==> src/rtl/sensor_pkg.sv <==
`default_nettype none
// ============================================================================
// Module      : sensor_pkg
// Description : Shared types and constants for the baggage-height sensor
//               scanner (state encoding, sensor index, default widths).
// Revision    : 1.0 - initial release
// ============================================================================
package sensor_pkg;

    localparam int SENSOR_W_DEFAULT = 8;
    localparam int NUM_SENSORS      = 4;

    // Sequencer states, explicitly 2 bits wide
    typedef enum logic [1:0] {
        IDLE = 2'd0,
        SCAN = 2'd1,
        CALC = 2'd2,
        HOLD = 2'd3
    } state_t;

    // Index of one of the four sensors on the shared port
    typedef logic [1:0] sensor_idx_t;

endpackage : sensor_pkg
`default_nettype wire

==> src/rtl/height_calc.sv <==
`default_nettype none
// ============================================================================
// Module      : height_calc
// Description : Combinational zero-sensor height rule. A zero in pair
//               {s1,s3} selects the {s2,s4} average, else a zero in pair
//               {s2,s4} selects the {s1,s3} average, else the rounded mean
//               of all four. fault flags a zero present in both pairs.
// Revision    : 1.0 - initial release
// ============================================================================
module height_calc
    import sensor_pkg::*;
#(
    parameter int SENSOR_W = SENSOR_W_DEFAULT
)(
    input  logic [SENSOR_W-1:0] s1,
    input  logic [SENSOR_W-1:0] s2,
    input  logic [SENSOR_W-1:0] s3,
    input  logic [SENSOR_W-1:0] s4,
    output logic [SENSOR_W-1:0] height,
    output logic                fault
);

    logic              w_zero_13;
    logic              w_zero_24;
    logic [SENSOR_W:0]   w_sum_13;
    logic [SENSOR_W:0]   w_sum_24;
    logic [SENSOR_W:0]   w_avg_13;
    logic [SENSOR_W:0]   w_avg_24;
    logic [SENSOR_W+1:0] w_sum_all;
    logic [SENSOR_W+1:0] w_avg_all;

    assign w_zero_13 = (s1 == '0) || (s3 == '0);
    assign w_zero_24 = (s2 == '0) || (s4 == '0);

    // Pair sums keep one extra bit and the full sum two, so nothing truncates
    // before the rounding shift.
    assign w_sum_13  = {1'b0, s1} + {1'b0, s3};
    assign w_sum_24  = {1'b0, s2} + {1'b0, s4};
    assign w_sum_all = {1'b0, w_sum_13} + {1'b0, w_sum_24};

    // +1 / +2 round to nearest; the rounded sums cannot carry out of the
    // widened operands because the largest operands are all-ones.
    assign w_avg_13  = (w_sum_13 + (SENSOR_W+1)'(1)) >> 1;
    assign w_avg_24  = (w_sum_24 + (SENSOR_W+1)'(1)) >> 1;
    assign w_avg_all = (w_sum_all + (SENSOR_W+2)'(2)) >> 2;

    // Priority selection of the height source; fault is informational only
    always_comb begin
        height = '0;
        if (w_zero_13) begin
            height = w_avg_24[SENSOR_W-1:0];
        end else if (w_zero_24) begin
            height = w_avg_13[SENSOR_W-1:0];
        end else begin
            height = w_avg_all[SENSOR_W-1:0];
        end
        fault = w_zero_13 && w_zero_24;
    end

endmodule : height_calc
`default_nettype wire

==> src/rtl/sensor_scan_ctrl.sv <==
`default_nettype none
// ============================================================================
// Module      : sensor_scan_ctrl
// Description : Scans four height sensors over one shared req/valid port,
//               captures the readings into slot registers, computes the
//               height with height_calc and presents it on valid/ready.
//               Optional feature macro: SENSOR_TIMEOUT_EN (per-sensor wait
//               limit of TIMEOUT_CYCLES; a silent sensor reads as zero).
// Revision    : 1.0 - initial release
// ============================================================================
module sensor_scan_ctrl
    import sensor_pkg::*;
#(
    parameter int SENSOR_W       = SENSOR_W_DEFAULT,
    parameter int TIMEOUT_CYCLES = 255
)(
    input  logic                clk,
    input  logic                rst,
    input  logic                start,
    output logic [1:0]          sensor_sel,
    output logic                sensor_req,
    input  logic [SENSOR_W-1:0] sensor_data,
    input  logic                sensor_valid,
    output logic                busy,
    output logic [SENSOR_W-1:0] height,
    output logic                fault,
    output logic                timeout,
    output logic                out_valid,
    input  logic                out_ready
);

    state_t               r_state;
    state_t               w_state_nxt;
    sensor_idx_t          r_index;
    logic [SENSOR_W-1:0]  r_slot [NUM_SENSORS];
    logic [SENSOR_W-1:0]  r_height;
    logic                 r_fault;
    logic [SENSOR_W-1:0]  w_calc_height;
    logic                 w_calc_fault;
    logic                 w_capture;
    logic                 w_tmo;
    logic                 w_start_acc;

    assign w_start_acc = (r_state == IDLE) && start;

`ifdef SENSOR_TIMEOUT_EN
    localparam int c_WAIT_W = $clog2(TIMEOUT_CYCLES + 1);

    logic [c_WAIT_W-1:0]  r_wait;
    logic                 r_timeout;

    // The wait limit is reached on the last of TIMEOUT_CYCLES silent cycles
    assign w_tmo = (r_state == SCAN) && !sensor_valid
                   && (r_wait == c_WAIT_W'(TIMEOUT_CYCLES - 1));

    // Per-sensor wait counter, restarted whenever a new request begins
    always_ff @(posedge clk) begin
        if (rst) begin
            r_wait <= '0;
        end else if ((r_state != SCAN) || w_capture) begin
            r_wait <= '0;
        end else begin
            r_wait <= r_wait + c_WAIT_W'(1);
        end
    end

    // Sticky timeout flag for the current scan, cleared by an accepted start
    always_ff @(posedge clk) begin
        if (rst) begin
            r_timeout <= 1'b0;
        end else if (w_start_acc) begin
            r_timeout <= 1'b0;
        end else if (w_tmo) begin
            r_timeout <= 1'b1;
        end
    end

    assign timeout = r_timeout;
`else
    assign w_tmo   = 1'b0;
    assign timeout = 1'b0;
`endif

    // State register
    always_ff @(posedge clk) begin
        if (rst) begin
            r_state <= IDLE;
        end else begin
            r_state <= w_state_nxt;
        end
    end

    // Next-state logic and capture strobe
    always_comb begin
        w_state_nxt = r_state;
        w_capture   = 1'b0;
        case (r_state)
            IDLE: begin
                if (start) begin
                    w_state_nxt = SCAN;
                end
            end
            SCAN: begin
                if (sensor_valid || w_tmo) begin
                    w_capture = 1'b1;
                    if (r_index == 2'd3) begin
                        w_state_nxt = CALC;
                    end
                end
            end
            CALC: begin
                w_state_nxt = HOLD;
            end
            HOLD: begin
                if (out_ready) begin
                    w_state_nxt = IDLE;
                end
            end
            default: begin
                w_state_nxt = IDLE;
            end
        endcase
    end

    // Sensor index and slot capture; a timed-out sensor is stored as zero
    always_ff @(posedge clk) begin
        if (rst) begin
            r_index <= '0;
            for (int i = 0; i < NUM_SENSORS; i++) begin
                r_slot[i] <= '0;
            end
        end else begin
            if (w_start_acc) begin
                r_index <= '0;
            end else if (w_capture) begin
                r_slot[r_index] <= w_tmo ? '0 : sensor_data;
                r_index         <= r_index + 2'd1;
            end
        end
    end

    height_calc #(
        .SENSOR_W (SENSOR_W)
    ) u_height_calc (
        .s1     (r_slot[0]),
        .s2     (r_slot[1]),
        .s3     (r_slot[2]),
        .s4     (r_slot[3]),
        .height (w_calc_height),
        .fault  (w_calc_fault)
    );

    // Result register, loaded once per scan so it stays stable through HOLD
    always_ff @(posedge clk) begin
        if (rst) begin
            r_height <= '0;
            r_fault  <= 1'b0;
        end else if (r_state == CALC) begin
            r_height <= w_calc_height;
            r_fault  <= w_calc_fault;
        end
    end

    assign sensor_req = (r_state == SCAN);
    assign sensor_sel = r_index;
    assign busy       = (r_state != IDLE);
    assign out_valid  = (r_state == HOLD);
    assign height     = r_height;
    assign fault      = r_fault;

endmodule : sensor_scan_ctrl
`default_nettype wire
==> config.mk <==
export PLATFORM = sky130hd
export DESIGN_NAME = sensor_scan_ctrl
export DESIGN_NICKNAME = d
export VERILOG_FILES = /design/src/rtl/sensor_pkg.sv /design/src/rtl/height_calc.sv /design/src/rtl/sensor_scan_ctrl.sv
export SDC_FILE = /design/constraint.sdc
export NUM_CORES = 1
export LEC_CHECK = 0
export ABC_CLOCK_PERIOD_IN_PS = 3650
export BUFFER_PORTS_ARGS = -buffer_cell sky130_fd_sc_hd__buf_2
export CELL_PAD_IN_SITES_DETAIL_PLACEMENT = 1
export CELL_PAD_IN_SITES_GLOBAL_PLACEMENT = 2
export CORE_MARGIN = 2
export CORE_UTILIZATION = 36
export CTS_CLUSTER_SIZE = 25
export DETAILED_ROUTE_END_ITERATION = 16
export PLACE_DENSITY = 0.76
export SLEW_MARGIN = 30
export SYNTH_ARGS = -nofsm -noshare
export SYNTH_HDL_FRONTEND = slang
export SYNTH_HIERARCHICAL = 1
export SYNTH_SLANG_ARGS = --single-unit
==> constraint.sdc <==
create_clock -name clk -period 3.65 [get_ports clk]
set_input_delay 0.1825 -clock clk [delete_from_list [all_inputs] [get_ports clk]]
set_output_delay 0.1825 -clock clk [all_outputs]
set_load 0.02 [all_outputs]
==> results.md, run 1 <==
* Leakage at 1.88 nW
* ANT cells at 0
* Gr usage total at about a fifth
* Sequential fraction of the synthesis area at about 35%
* Area share of and/or/nand/nor cells after synthesis at 24.0%
* Clk_lat worst skew at 0.31 ns
* Grt total ovfl at 0
* Worst Max-Slew Pin Slew at slightly below 0.7 ns
* Crit path time final at between 3 and 4 ns
* Largest area contributor in the netlist: edfxtp_1
* Outcome: finished, final reports clean
* Worst EP required at 3.84 ns
* Core Util, Final at 46.7%
* Core ar. at 9640 um2
* Antenna violations before repair at 0
* Fin. max-slew vios at 0
* Setup CP Type: register to register
* Pwr Total at 2.14 mW
* Cell Area, Synth at 3530 um2
* Pwr dens at 476 nW/um2
* Final worst path period share at 99.0%
* Largest net degree at the start of global routing at 17
* Number of global-route vias before repair at approximately 3100
* Clock root buffer: clkbuf_8
* Buffers on Ports at 26
* DRC at 0
* Final setup viols at 0
* Syn_nets at approximately 400
* CTS H-tree lvls at 2
* Clock Sinks at 45
* Synth top area share at 27.2%
* Top Ports at 28
* Largest family of logic cells by synthesized area: simple AND/OR/NAND/NOR gates
* Drt wl/cell at 16.9 um
* Synth Register Bits at 45
* Synth Area in Adders at 14.5%
* Final hold vios at 0
* Die area at 10600 um2
* Mux contribution to synthesized area at between 3 and 4%
* Critical path peak fanout at 3
* Synth top area cells: edfxtp_1 27%, ha_1 13%, dfxtp_1 7.4%, and2_1 6.6%, xnor2_1 4.0%
* Synth Area in Compound Gates at 14.8%
* Hold Buf Count CTS at 0
* Max-Cap Viols at 0
* Layout area overhead at 27.6%
* Layout Skew at between 0.009 and 0.01 ns
* Routed wire length at 9.55 mm
* Unique masters post-synth at 63
* Iter 0 DRT Violations at 88
* Hold WC Path Type: input port to register
* CP Capture Type: register
* RSZ-0062 raised after global routing: true
* VDD IR max at 0.197 mV
* Die span in y at a little over 100 um
* RePlAce Congestion at 0.797
* Routed vias/inst at 5.13
* Vias at 2903
* Number of fill cells at 1125
* Num CTS Buffers at 5
* Cell count after synthesis at 353
* Clock transition at path regs at 0.10 ns
* HPWL after DPL at 7.53 mm
* Worst R2R Path Depth at 16
* Synth Area per Inst at 10.0 um2
* Xor/xnor share of the synthesized area at 6.70%
* Pre-antenna DRT Iters at 6
* DIE WIDTH at approximately 100 um
* EDFF count, synth at 32
* Synth warn at 6
* CTS Buffer Depth at 2
* Ys async rst share at 0%
* TritonCTS clock tree: done
* Fmax at 0.277 GHz
* First-pass GRT wire length at 15.6 mm
* Initial Util at 36.6%
* Final net count at 484
* Top_reg_cell synth: edfxtp_1
* Hold Path Depth at 3
* Crit path arrival time at 3.80 ns
* Relative slew slack at 53.4%
* Rows at 36
* Fraction of layout instances using a drive strength above 1 at 31.4%
* Routed Antenna Nets at 0
* CP Launch Type: register
[placed cells by master, fill, tap and decap left out, types with 6 or more instances in the layout]
cell type  synthesis  layout
nor4_1             8       8
and2_1            37      37
nor2_1            31      29
nor3_1             6       6
dfxtp_1           13      13
mux2i_1           12      12
inv_1              9       9
clkbuf_8           0       6
nand2_1           16      16
a211oi_2           2       7
xor2_1            11       9
xnor2_1           16      13
a21o_1             7       7
ha_1              36      27
buf_2              2      26
buf_4              1      52
a21oi_1           13      10
ha_4               0       6
edfxtp_1          32      32
nand2b_1           6       6
o21ai_0           14      12
[flip-flops by register name, summed over array words and instances (netlist names)]
name and cells:
r_slot 32, height 8, r_state 2, sensor_sel 2, fault 1
[routing by layer]
| layer | vias up | global-route usage (%) | share of wire, % |
|---|---|---|---|
| li1 | 1450 | - | - |
| met1 | 1398 | 22.4 | 42 |
| met2 | 43 | 36.5 | 54 |
| met3 | 12 | 2.92 | 2.5 |
| met4 | 0 | 5.06 | 1.5 |
| met5 | - | 0 | 0 |
[per-stage QoR]
| stage | setup TNS (ns) | instance area [um2] | hold WS (ns) | std cells | setup slack, ns |
|---|---|---|---|---|---|
| after detailed placement | -0.302 | 4110 | 0.481 | 546 | -0.233 |
| after floorplan | 0 | 3550 | 0.285 | 353 | 0.0123 |
| after global routing | -0.441 | 4500 | 0.172 | 566 | -0.152 |
| after CTS | -0.0240 | 4410 | 0.156 | 563 | -0.0240 |
| final | 0 | 4500 | 0.165 | 566 | 0.0366 |
| after global placement | -0.158 | 4110 | 0.466 | 546 | -0.154 |
[cell families after synthesis]
family / after synthesis
flip-flops: 45
AND/OR/NAND/NOR: 140
multiplexers: 12
buffers and inverters: 16
adder cells (fa/ha/maj): 39
AO/OA/AOI/OAI: 73
XOR/XNOR: 27
other: 1
[final cells by class]
type / count / area [um2] / area share (%)
multi-input cells: 292 / 2440 / 54.1
flip-flops and latches: 45 / 1220 / 27.1
repair buffers: 78 / 520 / 11.6
well taps: 133 / 166 / 3.70
clock buffers: 6 / 82.6 / 1.83
clock inverters: 2 / 37.5 / 0.834
inverters: 10 / 37.5 / 0.834
[synthesized netlist by cell type, types with 3 or more instances]
master and number:
nor4_1 8, inv_1 9, edfxtp_1 32, and2_1 37
and3_1 4, a21oi_1 13, or2_2 3, nand2b_1 6
xnor2_1 16, a21o_1 7, a211oi_1 10, nand2_1 16
ha_1 36, clkbuf_1 3, nor2_1 31, xor2_1 11
fa_1 3, nor2b_1 4, nor3_1 6, dfxtp_1 13
o21ai_0 14, o21a_1 3, or4_1 3, mux2i_1 12
nand3_1 4
[report_power, final]
group	leakage (nW)	internal, mW	total, mW	switching [mW]
Combinational	1.39	0.528	1.10	0.571
Sequential	0.436	0.599	0.636	0.0374
Clock	0.0574	0.223	0.410	0.187
[critical path: stages (launching register included)]
cell      delay (ns)
edfxtp_1        0.41
ha_2            0.22
fa_2            0.39
a21o_1          0.19
a211oi_2        0.27
nor2_2          0.10
xor2_1          0.17
ha_2            0.22
a211oi_2        0.24
o21bai_1        0.11
or3_1           0.33
a31oi_1         0.18
xor2_1          0.16
nor3_1          0.06
a221o_1         0.28
mux2i_1         0.13
nor2_1          0.05
[repair_timing]
| action | CTS | global route |
|---|---|---|
| resized for setup | 21 | 11 |
| setup buffers | 9 | 3 |
| pin swaps | 18 | 15 |
| gates cloned | 0 | 0 |
| endpoints found under the setup margin | 2 | 4 |
[final timing paths]
kind                           endpoint  slack (ns)                  startpoint
min          sensor_sel[1]$_SDFFE_PP0P_        0.17                sensor_valid
max              height[7]$_SDFFE_PP0P_        0.04  r_slot[2][0]$_SDFFCE_PN0P_
min reg2reg      height[0]$_SDFFE_PP0P_        0.50      height[0]$_SDFFE_PP0P_
max reg2reg      height[7]$_SDFFE_PP0P_        0.04  r_slot[2][0]$_SDFFCE_PN0P_
No activity file was read; power rests on OpenSTA's default activity.
==> run 2: changes to the inputs <==
--- a/config.mk
+++ b/config.mk
@@ -5,15 +5,15 @@
 export SDC_FILE = /design/constraint.sdc
 export NUM_CORES = 1
 export LEC_CHECK = 0
-export ABC_CLOCK_PERIOD_IN_PS = 3650
+export ABC_CLOCK_PERIOD_IN_PS = 4300
 export BUFFER_PORTS_ARGS = -buffer_cell sky130_fd_sc_hd__buf_2
 export CELL_PAD_IN_SITES_DETAIL_PLACEMENT = 1
 export CELL_PAD_IN_SITES_GLOBAL_PLACEMENT = 2
 export CORE_MARGIN = 2
-export CORE_UTILIZATION = 36
+export CORE_UTILIZATION = 42
 export CTS_CLUSTER_SIZE = 25
 export DETAILED_ROUTE_END_ITERATION = 16
-export PLACE_DENSITY = 0.76
+export PLACE_DENSITY = 0.83
 export SLEW_MARGIN = 30
 export SYNTH_ARGS = -nofsm -noshare
 export SYNTH_HDL_FRONTEND = slang
==> constraint.sdc (replaced) <==
create_clock -name clk -period 4.3 [get_ports clk]
set_input_delay 0.215 -clock clk [delete_from_list [all_inputs] [get_ports clk]]
set_output_delay 0.215 -clock clk [all_outputs]
set_load 0.02 [all_outputs]
==> run 2 against run 1 <==
- fmax decreased by 9.5%
- largest cell class unchanged
- utilization is 1.0 points higher
- hold slack gained 0.043 ns
- sequential share of layout area is 4.2 points higher
- largest power group unchanged
- global-route usage rose by 0.90 points
- clock power shrank 36%
- highest routed layer unchanged
- via count fell by 6.3%
- worst setup slack better by 0.27 ns
- first-iteration DRC count is 33% lower
- wire length down 11%
- register-to-register slack gained 0.27 ns
==> results.md, run 2 (synthesis results as in run 1) <==
* R2R Path Start: r_slot[1][0]$_SDFFCE_PN0P_
* VDD IR max at 0.163 mV
* Routed wire length at ~8.5 mm
* Final hold vios at 0
* Clock root buffer: clkbuf_8
* Register area at 1220 um2
* Final setup viols at 0
* Fraction of layout instances using a drive strength above 1 at 16.0%
* Clock Sinks at 45
* Layout Skew at 0.00776 ns
* Largest net degree at the start of global routing at 17
* Fmax at roughly 0.25 GHz
* Iter 0 DRT Violations at 59
* Clk_lat worst skew at 0.30 ns
* Crit path arrival time at 4.17 ns
* Pre-antenna DRT Iters at 4
* Pwr dens at 399 nW/um2
* Post-CTS setup buffer count at 0
* Top reg by flops: r_slot
* RSZ-0062 raised after global routing: false
* Outcome: finished, final reports clean
* HPWL after DPL at 6.98 mm
* CP Launch Type: register
* TritonCTS clock tree: done
* Max-Cap Viols at 0
* Core ar. at a little over 8000 um2
* Clock transition at path regs at 0.09 ns
* Layout area overhead at 10.6%
* Fin. max-slew vios at 0
* Setup CP Type: register to register
* Final instance area at between 3000 and 4000 um2
* TNS Setup at 0 ns
* Commonest non-fill, non-tap cells in the layout: 37 x and2_1, 36 x ha_1, 32 x edfxtp_1
* DRC at 0
* Drt wl/cell at 17.4 um
* DIE WIDTH at ~96 um
* CP startpoint: r_slot[1][0]$_SDFFCE_PN0P_
* Area taken by multi-input logic gates at 2290 um2
* Leakage at between 1.5 and 2 nW
* Antenna violations before repair at 0
* Top Ports at 28
* Num CTS Buffers at 5
* Crit path time final at 3.99 ns
* Gr usage total at between 20% and 30%
* Final net count at between 400 and 500
* Critical path peak fanout at 4
* CTS H-tree lvls at 2
* HP Start: sensor_valid
* Die area at 9150 um2
* Rows at 33
* Buffers on Ports at 26
* Routed vias/inst at 5.58
* Max FFs per register at 32
* Worst Max-Slew Pin Slew at 0.762 ns
* CTS Buffer Depth at 2
* Vias at 2719
* Number of global-route vias before repair at between 2000 and 3000
* Most common cell after layout, fill and taps aside: and2_1
* CP Capture Type: register
* ANT cells at 0
* Worst EP required at between 4 and 5 ns
* Number of fill cells at 947
* Grt total ovfl at 0
* RePlAce Congestion at 0.828
* Dpl cell area at 3770 um2
* Final worst path period share at 92.9%
* R2R setup slack at 0.31 ns
* Routed Antenna Nets at 0
* Initial Util at 43.2%
* First-pass GRT wire length at 14.2 mm
* Die span in y at 95.7 um
* Hold WC Path Type: input port to register
* Relative slew slack at between 40 and 50%
==> run 2: final timing paths <==
path / end / depth (start not counted)
worst min register to register: height[2]$_SDFFE_PP0P_ / 2
worst min-delay path: sensor_sel[1]$_SDFFE_PP0P_ / 3
worst max register to register: height[7]$_SDFFE_PP0P_ / 14
worst max-delay path: height[7]$_SDFFE_PP0P_ / 14
==> run 2: repair_timing <==
item,CTS,global route
hold buffers,0,0
gates resized for setup,0,9
setup endpoints to repair,0,1
hold endpoints to repair,0,0
==> run 2: layer usage <==
metal  up-vias  global-route usage, %  wire (um)
li1       1352                      -          -
met1      1317                   25.2       3890
met2        39                   36.1       4270
met3        11                   3.24        200
met4         0                   4.64        127
met5         -                      0          0
==> run 2: worst max-delay path, stage by stage, from the launching register on <==
cell and delay, ns:
edfxtp_1 0.41, ha_1 0.27, fa_1 0.46, xor2_2 0.22
ha_1 0.34, fa_1 0.51, a211oi_1 0.29, o21bai_1 0.14
or3_1 0.31, a31oi_1 0.21, xor2_1 0.16, nor3_1 0.07
a221o_1 0.28, mux2i_1 0.15, nor2_1 0.06
==> run 2: layout make-up <==
class / instances / share of cell area, %
Inverter: 10 / 0.962
Multi-Input combinational cell: 292 / 58.6
Timing Repair Buffer: 27 / 3.53
Sequential cell: 45 / 31.3
Tap cell: 105 / 3.37
Clock buffer: 6 / 1.86
Clock inverter: 2 / 0.385
==> run 2: metrics by stage <==
stage               total power [mW]  util, %  worst slack, ns  hold WS [ns]  std cells
floorplan                       1.10        -            0.602         0.317        353
global placement                1.28     46.1            0.355         0.468        479
detailed placement              1.30     46.1            0.188         0.488        479
CTS                             1.57     47.2            0.164         0.199        487
global route                    1.68     47.8           0.0368         0.204        487
finish                          1.56     47.8            0.307         0.209        487
==> run 2: power breakdown <==
part / switching, mW / internal (mW)
Sequential: 0.0337 / 0.509
Combinational: 0.444 / 0.309
Clock: 0.147 / 0.115
Total: 0.624 / 0.933
==> run 3: changes to the inputs <==
--- a/config.mk
+++ b/config.mk
@@ -13,7 +13,7 @@
 export CORE_UTILIZATION = 42
 export CTS_CLUSTER_SIZE = 25
 export DETAILED_ROUTE_END_ITERATION = 16
-export PLACE_DENSITY = 0.83
+export PLACE_DENSITY_LB_ADDON = 0.15
 export SLEW_MARGIN = 30
 export SYNTH_ARGS = -nofsm -noshare
 export SYNTH_HDL_FRONTEND = slang
==> constraint.sdc (replaced) <==
create_clock -name clk -period 4.3 [get_ports clk]
set_input_delay 0.43 -clock clk [delete_from_list [all_inputs] [get_ports clk]]
set_output_delay 0.43 -clock clk [all_outputs]
set_load 0.02 [all_outputs]
==> run 3 against run 2 <==
- via count shrank 2.4%
- final cell count is the same
- non-clock buffer count is the same
- utilization shrank 0.31 points
- clock-buffer cell count shrank 1
- largest cell class unchanged
- highest routed layer unchanged
==> results.md, run 3 (synthesis results as in run 1) <==
* Iter 0 DRT Violations at 54
* Antenna violations before repair at 0
* Clock root buffer: clkbuf_8
* Crit path buf inv count at 0
* Setup CP Type: register to register
* Worst-path cell chain: ha_1 > fa_1 > xor2_1 > ha_1 > fa_1 > a211oi_2 > o21bai_1 > or3_1 > a31oi_1 > xor2_1 > nor3_1 > a221o_1 > mux2i_1 > nor2_1
* Leakage at roughly 1.6 nW
* Cell family with most CP delay: adder cells
* Core Util, Final at 47.4%
* Fraction of layout instances using a drive strength above 1 at 15.4%
* Worst EP required at roughly 4.5 ns
* Routed wire length at 8.12 mm
* Max-Cap Viols at 0
* DRC at 0
* Hold Path Depth at 3
* Clock transition at path regs at roughly 0.10 ns
* Most common cell after layout, fill and taps aside: and2_1
* Drt wl/cell at 16.7 um
* Fmax at around 0.25 GHz
* Number of global-route vias before repair at 2781
* Pwr dens at between 300 and 400 nW/um2
* Sw frac at 39.8%
* Max FFs per register at 32
* Final worst path period share at around nine tenths
* Fin. max-slew vios at 0
* RePlAce Congestion at 0.858
* Post-CTS setup buffer count at 0
* Met3 Track Usage GR at 2.37%
* Critical path peak fanout at 4
* CP Capture Type: register
* Largest net degree at the start of global routing at 17
* CTS Buffer Depth at 2
* Rows at 33
* Final hold vios at 0
* Grt total ovfl at 0
* Layout area overhead at 9.93%
* Pre-antenna DRT Iters at 4
* Core ar. at 8180 um2
* Vias at 2654
* Top reg by flops: r_slot
* CP Launch Type: register
* Layout Skew at 0.0115 ns
* TNS Setup at 0 ns
* Final net count at roughly 430
* Number of cells on the critical path at 14
* First-pass GRT wire length at 13.6 mm
* Relative slew slack at 56.9%
* RSZ-0062 raised after global routing: false
* Final setup viols at 0
* Reg power frac at 35.1%
* Crit-path max cell delay at 0.52 ns
* TritonCTS clock tree: done
* Grt met2 use at 33.6%
* CP max-delay cell: fa_1
* Routed vias/inst at 5.45
* Clk_lat worst skew at 0.30 ns
* Routed Antenna Nets at 0
* CTS H-tree lvls at 2
* Buffers on Ports at 26
* Worst R2R Path Depth at 14
* Clock share of power at 17.5%
* Comb power frac at 47.4%
* Crit path time final at 3.95 ns
* ANT cells at 0
* Die area at 9150 um2
* DIE WIDTH at 95.7 um
* Worst Max-Slew Pin Slew at 0.642 ns
* GRT busiest layer: met2
* Hold WC Path Type: input port to register
* Internal at 0.932 mW
* WHS at 0.416 ns
* Initial Util at a little over two fifths
* Commonest non-fill, non-tap cells in the layout: 37 x and2_1, 36 x ha_1, 32 x edfxtp_1
* HPWL after DPL at ~6.7 mm
* Crit path arrival time at 4.13 ns
* P_sw at 0.616 mW
* Met1 Use GR at 25.6%
* Clock Sinks at 45
* Num CTS Buffers at 5
* Gr usage total at 19.1%
* Die span in y at around 96 um
* Top Ports at 28
* VDD IR max at 0.157 mV
* Outcome: finished, final reports clean
-- run 3: final cells by class --
cell class / count / area (um2)
fillers: 954 / 4300
multi-input cells: 292 / 2260
flip-flops and latches: 45 / 1220
repair buffers: 27 / 138
well taps: 105 / 131
clock buffers: 5 / 68.8
inverters: 10 / 37.5
clock inverters: 3 / 21.3
-- run 3: final timing paths --
check | from | endpoint | slack [ns]
min | sensor_valid | sensor_sel[1]$_SDFFE_PP0P_ | 0.42
max reg2reg | r_slot[1][0]$_SDFFCE_PN0P_ | height[7]$_SDFFE_PP0P_ | 0.35
min reg2reg | fault$_SDFFE_PP0P_ | fault$_SDFFE_PP0P_ | 0.50
max | r_slot[1][0]$_SDFFCE_PN0P_ | height[7]$_SDFFE_PP0P_ | 0.35
-- run 3: per-stage QoR --
| step | instance area, um2 | worst slack [ns] | power [mW] | std cells |
|---|---|---|---|---|
| 2_1_floorplan | 3530 | 0.602 | 1.10 | 353 |
| 3_3_place_gp | 3770 | 0.384 | 1.28 | 479 |
| 3_5_place_dp | 3770 | 0.253 | 1.28 | 479 |
| 4_1_cts | 3860 | 0.218 | 1.56 | 487 |
| 5_1_grt | 3880 | 0.0281 | 1.67 | 487 |
| 6_report | 3880 | 0.346 | 1.55 | 487 |
-- run 3: timing repair --
item	4_1_cts	5_1_grt
gates resized for setup	0	5
hold buffers	0	0
endpoints found under the hold margin	0	0
endpoints found under the setup margin	0	1
-- run 3: routing by layer --
layer | wire length (um) | up-vias
li1 | - | 1351
met1 | 3980 | 1274
met2 | 3950 | 25
met3 | 146 | 4
met4 | 42 | 0
met5 | 0 | -
-- run 3: power groups by stage --
stage	clock, mW	combinational [mW]	sequential, mW
after floorplan	0	0.539	0.564
after global placement	0	0.727	0.550
after detailed placement	0	0.730	0.553
after CTS	0.279	0.735	0.544
after global routing	0.296	0.829	0.548
final	0.271	0.734	0.543
-- run 3: tightest hold or removal path: cells and delay by family --
kind,cells,cell delay (ns)
buffers and inverters,1,0.12
and+or+nand+nor,1,0.08
AOI/OAI and AO/OA,1,0.05
